--- config.mk ---
export PLATFORM = sky130hd
export DESIGN_NAME = data_mem_unit_flat
export DESIGN_NICKNAME = d
export VERILOG_FILES = /design/src/rtl/data_mem_unit_if.sv /design/src/rtl/data_mem_unit.sv /design/src/flat_wrapper.sv
export SDC_FILE = /design/constraint.sdc
export NUM_CORES = 1
export LEC_CHECK = 0
export CAP_MARGIN = 20
export CORE_ASPECT_RATIO = 1.2
export CORE_MARGIN = 2
export CORE_UTILIZATION = 30
export CTS_BUF_LIST = sky130_fd_sc_hd__clkbuf_4 sky130_fd_sc_hd__clkbuf_8
export DETAILED_ROUTE_END_ITERATION = 10
export PLACE_DENSITY = 0.62
export SETUP_SLACK_MARGIN = 0.4
export SYNTH_ARGS = -nofsm -noshare
export SYNTH_HDL_FRONTEND = slang
export SYNTH_SLANG_ARGS = --single-unit
--- constraint.sdc ---
create_clock -name clk -period 3.1 [get_ports clk]
set_input_delay 0.31 -clock clk [delete_from_list [all_inputs] [get_ports clk]]
set_output_delay 0.31 -clock clk [all_outputs]
set_load 0.005 [all_outputs]
--- src/rtl/data_mem_unit_if.sv ---
// Request/bus/response bundle between a load-store requester, the data memory
// unit and the data bus. The master side plays both requester and bus slave.
interface data_mem_unit_if #(
  parameter int WIDTH = 32
);
  logic             req_valid;
  logic             req_ready;
  logic             read_en;
  logic             write_en;
  logic [2:0]       Funct3;
  logic [WIDTH-1:0] Mem_addr_out;
  logic [WIDTH-1:0] RS2_data_out;
  logic             bus_req;
  logic             bus_we;
  logic [WIDTH-1:0] bus_addr;
  logic [WIDTH-1:0] bus_wdata;
  logic [3:0]       bus_wstrb;
  logic             bus_ack;
  logic [WIDTH-1:0] bus_rdata;
  logic [WIDTH-1:0] dmu_out_data;
  logic             done;
  logic             err;

  modport slave (
    input  req_valid, read_en, write_en, Funct3, Mem_addr_out, RS2_data_out,
           bus_ack, bus_rdata,
    output req_ready, bus_req, bus_we, bus_addr, bus_wdata, bus_wstrb,
           dmu_out_data, done, err
  );

  modport master (
    output req_valid, read_en, write_en, Funct3, Mem_addr_out, RS2_data_out,
           bus_ack, bus_rdata,
    input  req_ready, bus_req, bus_we, bus_addr, bus_wdata, bus_wstrb,
           dmu_out_data, done, err
  );
endinterface

--- src/rtl/data_mem_unit.sv ---
// Data memory unit: turns one load/store request into a single word-aligned bus
// access with byte strobes, load extension, alignment checks and ack timeout.
module data_mem_unit #(
  parameter int WIDTH   = 32,
  parameter int TIMEOUT = 16
) (
  input logic           clk,
  input logic           rst,
  data_mem_unit_if.slave dmu
);
  // state  | meaning
  // IDLE   | ready for a request
  // ACCESS | bus_req held, waiting for bus_ack or timeout
  // RESP   | one-cycle done pulse, err reports outcome
  typedef enum logic [1:0] {IDLE, ACCESS, RESP} state_t;

  state_t     state, state_next;
  logic [7:0] wait_cnt;
  logic       err_q;
  logic [2:0] f3_q;
  logic [1:0] off_q;

  logic             req_err, op_bad, f3_bad, align_bad;
  logic             timed_out;
  logic [3:0]       wstrb_n;
  logic [WIDTH-1:0] wdata_n;
  logic [7:0]       byte_sel;
  logic [15:0]      half_sel;
  logic [WIDTH-1:0] load_val;

  always_comb begin
    op_bad    = (dmu.read_en == dmu.write_en);
    f3_bad    = dmu.write_en ? (dmu.Funct3[2] || dmu.Funct3[1:0] == 2'b11)
                             : (dmu.Funct3 == 3'b011 || dmu.Funct3[2:1] == 2'b11);
    align_bad = (dmu.Funct3[1:0] == 2'b01 && dmu.Mem_addr_out[0]) ||
                (dmu.Funct3[1:0] == 2'b10 && dmu.Mem_addr_out[1:0] != 2'b00);
    req_err   = op_bad || f3_bad || align_bad;
  end

  // Store lanes: narrow data is replicated so the strobes alone pick the lane.
  always_comb begin
    wstrb_n = 4'b0000;
    wdata_n = '0;
    if (dmu.write_en) begin
      case (dmu.Funct3[1:0])
        2'b00: begin
          wstrb_n = 4'b0001 << dmu.Mem_addr_out[1:0];
          wdata_n = {4{dmu.RS2_data_out[7:0]}};
        end
        2'b01: begin
          wstrb_n = dmu.Mem_addr_out[1] ? 4'b1100 : 4'b0011;
          wdata_n = {2{dmu.RS2_data_out[15:0]}};
        end
        default: begin
          wstrb_n = 4'b1111;
          wdata_n = dmu.RS2_data_out;
        end
      endcase
    end
  end

  always_comb begin
    case (off_q)
      2'b00:   byte_sel = dmu.bus_rdata[7:0];
      2'b01:   byte_sel = dmu.bus_rdata[15:8];
      2'b10:   byte_sel = dmu.bus_rdata[23:16];
      default: byte_sel = dmu.bus_rdata[31:24];
    endcase
    half_sel = off_q[1] ? dmu.bus_rdata[31:16] : dmu.bus_rdata[15:0];
    case (f3_q)
      3'b000:  load_val = {{24{byte_sel[7]}}, byte_sel};
      3'b001:  load_val = {{16{half_sel[15]}}, half_sel};
      3'b100:  load_val = {24'd0, byte_sel};
      3'b101:  load_val = {16'd0, half_sel};
      default: load_val = dmu.bus_rdata;
    endcase
  end

  assign timed_out = (wait_cnt == 8'(TIMEOUT - 1));

  always_ff @(posedge clk or posedge rst) begin
    if (rst) state <= IDLE;
    else     state <= state_next;
  end

  always_comb begin
    state_next = state;
    case (state)
      IDLE:    if (dmu.req_valid) state_next = req_err ? RESP : ACCESS;
      ACCESS:  if (dmu.bus_ack || timed_out) state_next = RESP;
      default: state_next = IDLE;
    endcase
  end

  always_ff @(posedge clk or posedge rst) begin
    if (rst) begin
      wait_cnt         <= '0;
      err_q            <= 1'b0;
      f3_q             <= '0;
      off_q            <= '0;
      dmu.bus_we       <= 1'b0;
      dmu.bus_addr     <= '0;
      dmu.bus_wdata    <= '0;
      dmu.bus_wstrb    <= '0;
      dmu.dmu_out_data <= '0;
    end else begin
      case (state)
        IDLE: if (dmu.req_valid) begin
          err_q <= req_err;
          if (!req_err) begin
            wait_cnt      <= '0;
            f3_q          <= dmu.Funct3;
            off_q         <= dmu.Mem_addr_out[1:0];
            dmu.bus_we    <= dmu.write_en;
            dmu.bus_addr  <= {dmu.Mem_addr_out[WIDTH-1:2], 2'b00};
            dmu.bus_wdata <= wdata_n;
            dmu.bus_wstrb <= wstrb_n;
          end
        end
        ACCESS: begin
          // An ack in the expiring cycle still counts as success.
          if (dmu.bus_ack) begin
            err_q <= 1'b0;
            if (!dmu.bus_we) dmu.dmu_out_data <= load_val;
          end else if (timed_out) begin
            err_q <= 1'b1;
          end else begin
            wait_cnt <= wait_cnt + 8'd1;
          end
        end
        default: ;
      endcase
    end
  end

  assign dmu.req_ready = (state == IDLE);
  assign dmu.bus_req   = (state == ACCESS);
  assign dmu.done      = (state == RESP);
  assign dmu.err       = (state == RESP) && err_q;
endmodule

--- src/flat_wrapper.sv ---
// flat-port wrapper written by rule: the top's interface ports become plain ports
module data_mem_unit_flat 
#(
  parameter int WIDTH   = 32,
  parameter int TIMEOUT = 16
)
  (clk, rst, dmu_req_valid, dmu_read_en, dmu_write_en, dmu_Funct3, dmu_Mem_addr_out, dmu_RS2_data_out, dmu_bus_ack, dmu_bus_rdata, dmu_req_ready, dmu_bus_req, dmu_bus_we, dmu_bus_addr, dmu_bus_wdata, dmu_bus_wstrb, dmu_dmu_out_data, dmu_done, dmu_err);
  data_mem_unit_if #(.WIDTH(WIDTH)) dmu_i ();
  input logic clk;
  input logic rst;
  input wire logic [$bits(dmu_i.req_valid)-1:0] dmu_req_valid;
  input wire logic [$bits(dmu_i.read_en)-1:0] dmu_read_en;
  input wire logic [$bits(dmu_i.write_en)-1:0] dmu_write_en;
  input wire logic [$bits(dmu_i.Funct3)-1:0] dmu_Funct3;
  input wire logic [$bits(dmu_i.Mem_addr_out)-1:0] dmu_Mem_addr_out;
  input wire logic [$bits(dmu_i.RS2_data_out)-1:0] dmu_RS2_data_out;
  input wire logic [$bits(dmu_i.bus_ack)-1:0] dmu_bus_ack;
  input wire logic [$bits(dmu_i.bus_rdata)-1:0] dmu_bus_rdata;
  output wire logic [$bits(dmu_i.req_ready)-1:0] dmu_req_ready;
  output wire logic [$bits(dmu_i.bus_req)-1:0] dmu_bus_req;
  output wire logic [$bits(dmu_i.bus_we)-1:0] dmu_bus_we;
  output wire logic [$bits(dmu_i.bus_addr)-1:0] dmu_bus_addr;
  output wire logic [$bits(dmu_i.bus_wdata)-1:0] dmu_bus_wdata;
  output wire logic [$bits(dmu_i.bus_wstrb)-1:0] dmu_bus_wstrb;
  output wire logic [$bits(dmu_i.dmu_out_data)-1:0] dmu_dmu_out_data;
  output wire logic [$bits(dmu_i.done)-1:0] dmu_done;
  output wire logic [$bits(dmu_i.err)-1:0] dmu_err;
  assign dmu_i.req_valid = dmu_req_valid;
  assign dmu_i.read_en = dmu_read_en;
  assign dmu_i.write_en = dmu_write_en;
  assign dmu_i.Funct3 = dmu_Funct3;
  assign dmu_i.Mem_addr_out = dmu_Mem_addr_out;
  assign dmu_i.RS2_data_out = dmu_RS2_data_out;
  assign dmu_i.bus_ack = dmu_bus_ack;
  assign dmu_i.bus_rdata = dmu_bus_rdata;
  assign dmu_req_ready = dmu_i.req_ready;
  assign dmu_bus_req = dmu_i.bus_req;
  assign dmu_bus_we = dmu_i.bus_we;
  assign dmu_bus_addr = dmu_i.bus_addr;
  assign dmu_bus_wdata = dmu_i.bus_wdata;
  assign dmu_bus_wstrb = dmu_i.bus_wstrb;
  assign dmu_dmu_out_data = dmu_i.dmu_out_data;
  assign dmu_done = dmu_i.done;
  assign dmu_err = dmu_i.err;
  data_mem_unit #(.WIDTH(WIDTH), .TIMEOUT(TIMEOUT)) u_core (.clk(clk), .rst(rst), .dmu(dmu_i));
endmodule
== Yosys cells after proc, flatten, opt, wreduce, memory -nomap -nowiden ==
Cells that the tools add are included.

* Add/sub/neg operators: 1
* Eq/ne operators: 20
* Shifts and indexed selects: 1
* Multiplexer cells: 22
* Bitwise gates (word level): 2
* Reductions and logical operators: 20

{| class="wikitable"
|+ Operators by type and width
! cell !! count
|-
| case mux 32 bit (4 select lines) || 1
|-
| case mux 32 bit (2 select lines) || 1
|-
| two-way mux 32 bit || 1
|-
| two-way mux 8 bit || 4
|-
| case mux 8 bit (3 select lines) || 1
|-
| two-way mux 16 bit || 1
|-
| case mux 8 bit (2 select lines) || 1
|-
| == test 2 bit (second input constant) || 5
|-
| AND reduction 3 bit || 3
|-
| adder 8 x 1 -> 8 bit (second input constant) || 1
|-
| == test 8 x 4 -> 1 bit (second input constant) || 1
|-
| two-way mux 4 bit || 2
|-
| != test 2 bit (second input constant) || 4
|-
| case mux 4 bit (2 select lines) || 1
|-
| == test 2 x 1 -> 1 bit (second input constant) || 3
|-
| == test 3 bit (second input constant) || 2
|-
| logical NOT 2 bit || 3
|-
| logical OR 1 bit || 6
|-
| two-way mux 2 bit || 3
|-
| AND reduction 5 bit || 1
|-
| two-way mux 1 bit || 4
|-
| case mux 2 bit (2 select lines) || 1
|-
| nonzero test 2 bit || 2
|-
| << shifter 1 x 2 -> 4 bit (first input constant) || 1
|-
| 10 further kinds || 13
|}

* Register bits after elaboration: 115
* Bits of input ports: 105
* Output and inout port bits: 105
* Logic and storage cells: 76

== Longest topological paths before layout ==
* Depth in word-level cells: 8
* Mapped depth: 7

== Worst setup path after synthesis ==
No wires, ideal clock.

* Path type: register to register
* Start point: register u_core.wait_cnt[4]
* End point: register u_core.err_q
* Arrival: 1.528 ns
* Data required time: 2.979 ns
* Setup slack: 1.451 ns
* Stages on the path, launching flop included: 6
* Period minus slack after synthesis: 1.649 ns
* Cells stage by stage: dfrtp_1 > nor4_1 > a41oi_2 > nor2_1 > o21bai_1 > a22o_1

* Longest elaborated chain between the ends: 3

{| class="wikitable"
|+ RTL lines
! item !! RTL line !! source
|-
| from (decl) || data_mem_unit.sv:18 || <nowiki>logic [7:0] wait_cnt;</nowiki>
|-
| from (signal assigned) || data_mem_unit.sv:128 || <nowiki>wait_cnt <= wait_cnt + 8'd1;</nowiki>
|-
| == test 8 x 4 -> 1 bit || data_mem_unit.sv:79 || <nowiki>assign timed_out = (wait_cnt == 8'(TIMEOUT - 1));</nowiki>
|-
| != test 3 x 2 -> 1 bit (no line) || n/a ||
|-
| AND reduction 3 bit (no line) || n/a ||
|-
| to (signal assigned) || data_mem_unit.sv:109 || <nowiki>err_q <= req_err;</nowiki>
|-
| to (decl) || data_mem_unit.sv:19 || <nowiki>logic err_q;</nowiki>
|}

No other way between the ends.
A chain may end at the register's enable or synchronous reset.

== Worst setup path in the final report ==
* Start point: register u_core.state[0]
* End point: output port dmu_bus_req

* Longest elaborated chain between the ends: 1

{| class="wikitable"
|+ RTL lines
! item !! RTL line !! source
|-
| from (decl) || data_mem_unit.sv:17 || <nowiki>state_t state, state_next;</nowiki>
|-
| from (signal assigned) || data_mem_unit.sv:83 || <nowiki>else state <= state_next;</nowiki>
|-
| == test 2 x 1 -> 1 bit || data_mem_unit.sv:137 || <nowiki>assign dmu.bus_req = (state == ACCESS);</nowiki>
|-
| to (decl) || flat_wrapper.sv:20 || <nowiki>output wire logic [$bits(dmu_i.bus_req)-1:0] dmu_bus_req;</nowiki>
|}

No other way between the ends.

==> impl_metrics.json <==
{
  "outcome": "finished clean",
  "synthTopCellsByArea": "dfrtp_1 (52%), nand2_1 (15%), o21ai_0 (4.5%)",
  "antenna_found_initial": 0,
  "irDropWorstVdd_v": 0.0003719,
  "final_antenna_net_count": 0,
  "max_freq_mhz": 441.6,
  "root_buffer": "clkbuf_8",
  "vias": 5025,
  "reg2reg_depth": 5,
  "vias_per_cell": 4.741,
  "layout_commonest_cell": "nand2_1",
  "criticalPathCategory": "flip-flop to output pin",
  "finalInstanceArea_um2": 8210,
  "hpwl_um": 12450,
  "yosysWarnings": 0,
  "netlist_instances": 624,
  "htreeDepth": 4,
  "cp_max_fo": 10,
  "drv_slew": 0,
  "drt-initial-drc-count": 279,
  "period_needed_ns": 2.264,
  "die_y_um": 152.4,
  "nNetsFinal": 930,
  "synth_mux_area_frac": 0.07132,
  "highest-signal-layer": "met4",
  "seq_area_frac_synth": 0.5224,
  "r2r_end": "u_core.dmu.dmu_out_data[27]$_DFFE_PP0P_",
  "p_leak_uw": 0.003712,
  "cp_cell_sequence": "nand2b_1 > inv_1 > clkdlybuf4s50_1",
  "post_cts_buffers": 0,
  "tns_ns": 0,
  "postCtsHoldBufs": 0,
  "rows": 54,
  "final_core_util": 0.4534,
  "crit-reg2reg-launch": "u_core.off_q[1]$_DFFE_PP0P_",
  "final_hold_viol_count": 0,
  "clkSlewWorstSetupHoldPaths_ns": 0.07,
  "setup_viol_count_final": 0,
  "syn_avg_cell_area_um2": 8.829,
  "wl_met3_um": 1356,
  "wirelength_um": 17180,
  "worstPathRequired_ns": 2.79,
  "crit_family": "buffers and inverters",
  "portBuffers": 207,
  "cts_tree": "yes",
  "rsz0062_at_grt": "false",
  "die_w_um": 127.7,
  "grt.total_usage": 0.1779,
  "skew_ns": 0.007335,
  "drt-met1-wl_um": 7428,
  "pwr_density_cell_nw_per_um2": 829.9,
  "synth_ff_type": "dfrtp_1",
  "wl_met2_um": 8078,
  "synth-edff-count": 0,
  "dieArea_um2": 19470,
  "grt_pass1_vias": 5057,
  "cpPeakStageDelay_ns": 0.59,
  "synth_cell_types": 46,
  "maxCapViolations": 0,
  "place_area_um2": 7839,
  "cts_buffers": 17,
  "start_kind": "flip-flop",
  "cts_resized": 0,
  "wl_per_cell_um": 16.21,
  "synthXorXnorAreaFrac": 0.003180,
  "drtPass1Iterations": 5,
  "synth_top_area_share": 0.5224,
  "fill_cells": 1780,
  "synth-simple-area-share": 0.2398,
  "relSlewSlack": 0.4476,
  "clock_latency_ns": 0.43,
  "tightest_slew_ns": 0.8269,
  "design.core.area_um2": 18110,
  "cp_slowest_cell": "dfrtp_1",
  "layout-drive-gt1-share": 0.08612,
  "clockBufferDepth": 2,
  "setup.worst_path.end_class": "output pin",
  "antenna_cells": 0,
  "async_flop_share": 1.000,
  "ff2ff_setup_slack_ns": 1.20,
  "cp.arrival_ns": 1.95,
  "start_util": 0.3042,
  "gr-total-overflow": 0,
  "synth-compound-area-share": 0.1220,
  "io-pin-count": 210,
  "grt_max_degree": 62,
  "period_share": 0.7305,
  "synth_top_cell_by_area": "dfrtp_1",
  "synthAdderAreaFrac": 0.002271,
  "drc_errors": 0,
  "final_cell_mix": "nand2_1 (221), clkdlybuf4s50_1 (207), dfrtp_1 (115)",
  "clock-sinks": 115,
  "grt_pass1_wl_um": 27300,
  "synth_area_um2": 5509,
  "area_growth_pct": 49.03,
  "synth_top_family_by_area": "simple AND/OR/NAND/NOR gates",
  "place.gp.congestion": 0.7840,
  "ys_ff_latch": 115,
  "crit_buf_inv": 2,
  "hold_path.class": "input port to async pin"
}
-- layout make-up --
cell class / count / area, um^2 / area share
flip-flops and latches: 115 / 2878 / 0.3505
multi-input cells: 463 / 2424 / 0.2952
repair buffers: 222 / 2235 / 0.2722
clock buffers: 22 / 290.3 / 0.03536
well taps: 224 / 280.3 / 0.03414
clock inverters: 9 / 81.33 / 0.009906
inverters: 5 / 22.52 / 0.002743
-- flip-flops by register name, indices dropped and copies added, names as in the netlist, 2 cells and up --
signal / cells
u_core.dmu.bus_addr: 30
u_core.wait_cnt: 8
u_core.off_q: 2
u_core.dmu.bus_wstrb: 4
u_core.dmu.bus_wdata: 32
u_core.dmu.dmu_out_data: 32
u_core.state: 2
u_core.f3_q: 3
-- cell usage after synthesis, types with 2 or more instances --
cell and count:
mux2i_1 19, nor3_4 2, a21o_1 3, nor2_1 15, o21ai_0 50, nor3_1 4
nand2b_1 2, nand3_1 36, nand2_1 221, o21a_1 2, nor2b_1 11, dfrtp_1 115
inv_1 4, buf_2 16, nor3b_1 8, mux2_2 18, buf_4 4, clkbuf_1 21
o211ai_1 2, o22ai_1 14, a21oi_1 29, o21ai_1 4
-- how the worst max path moves through the flow --
stage | start | endpoint | depth (start not counted)
global placement | dmu_Mem_addr_out[0] | u_core.dmu.bus_wdata[30]$_DFFE_PP0P_ | 7
detailed placement | dmu_Mem_addr_out[0] | u_core.dmu.bus_wdata[25]$_DFFE_PP0P_ | 7
CTS | u_core.state[0]$_DFFE_PP0P_ | dmu_bus_req | 3
global route | u_core.state[0]$_DFFE_PP0P_ | dmu_bus_req | 3
floorplan | rst | u_core.dmu.bus_addr[10]$_DFFE_PP0P_ | 1
finish | u_core.state[0]$_DFFE_PP0P_ | dmu_bus_req | 3
-- power breakdown --
group	internal, uW	switching, uW	leakage [uW]
Combinational	1660	1250	0.00205
Clock	705	623	0.000187
Sequential	2130	439	0.00148
Total	4500	2320	0.00371
-- layer usage --
layer / track usage / up-vias
met3: 0.06110 / 22
met2: 0.2916 / 184
met5: 0 / -
met4: 0.06122 / 0
li1: - / 2493
met1: 0.2179 / 2326
-- through the flow --
stage                     hold WS, ns  total power (uW)  std cells  setup WS [ns]
after floorplan                0.4154              3775        625          1.391
after global placement         0.4506              5505       1029         0.7471
after detailed placement       0.4593              5542       1029         0.6945
after CTS                      0.3582              6913       1060         0.7639
after global routing           0.3818              7319       1060         0.7282
final                          0.3833              6814       1060         0.8355
-- kinds of logic (layout without fill, tap and decap cells) --
| kind of cell | Yosys count | after routing |
|---|---|---|
| other | 1 | 2 |
| adder cells (fa/ha/maj) | 1 | 1 |
| AND/OR/NAND/NOR | 306 | 306 |
| buffers and inverters | 47 | 258 |
| flip-flops | 115 | 115 |
| multiplexers | 37 | 37 |
| XOR/XNOR | 2 | 2 |
| AO/OA/AOI/OAI | 115 | 115 |
(Power assumes the default switching activity.)
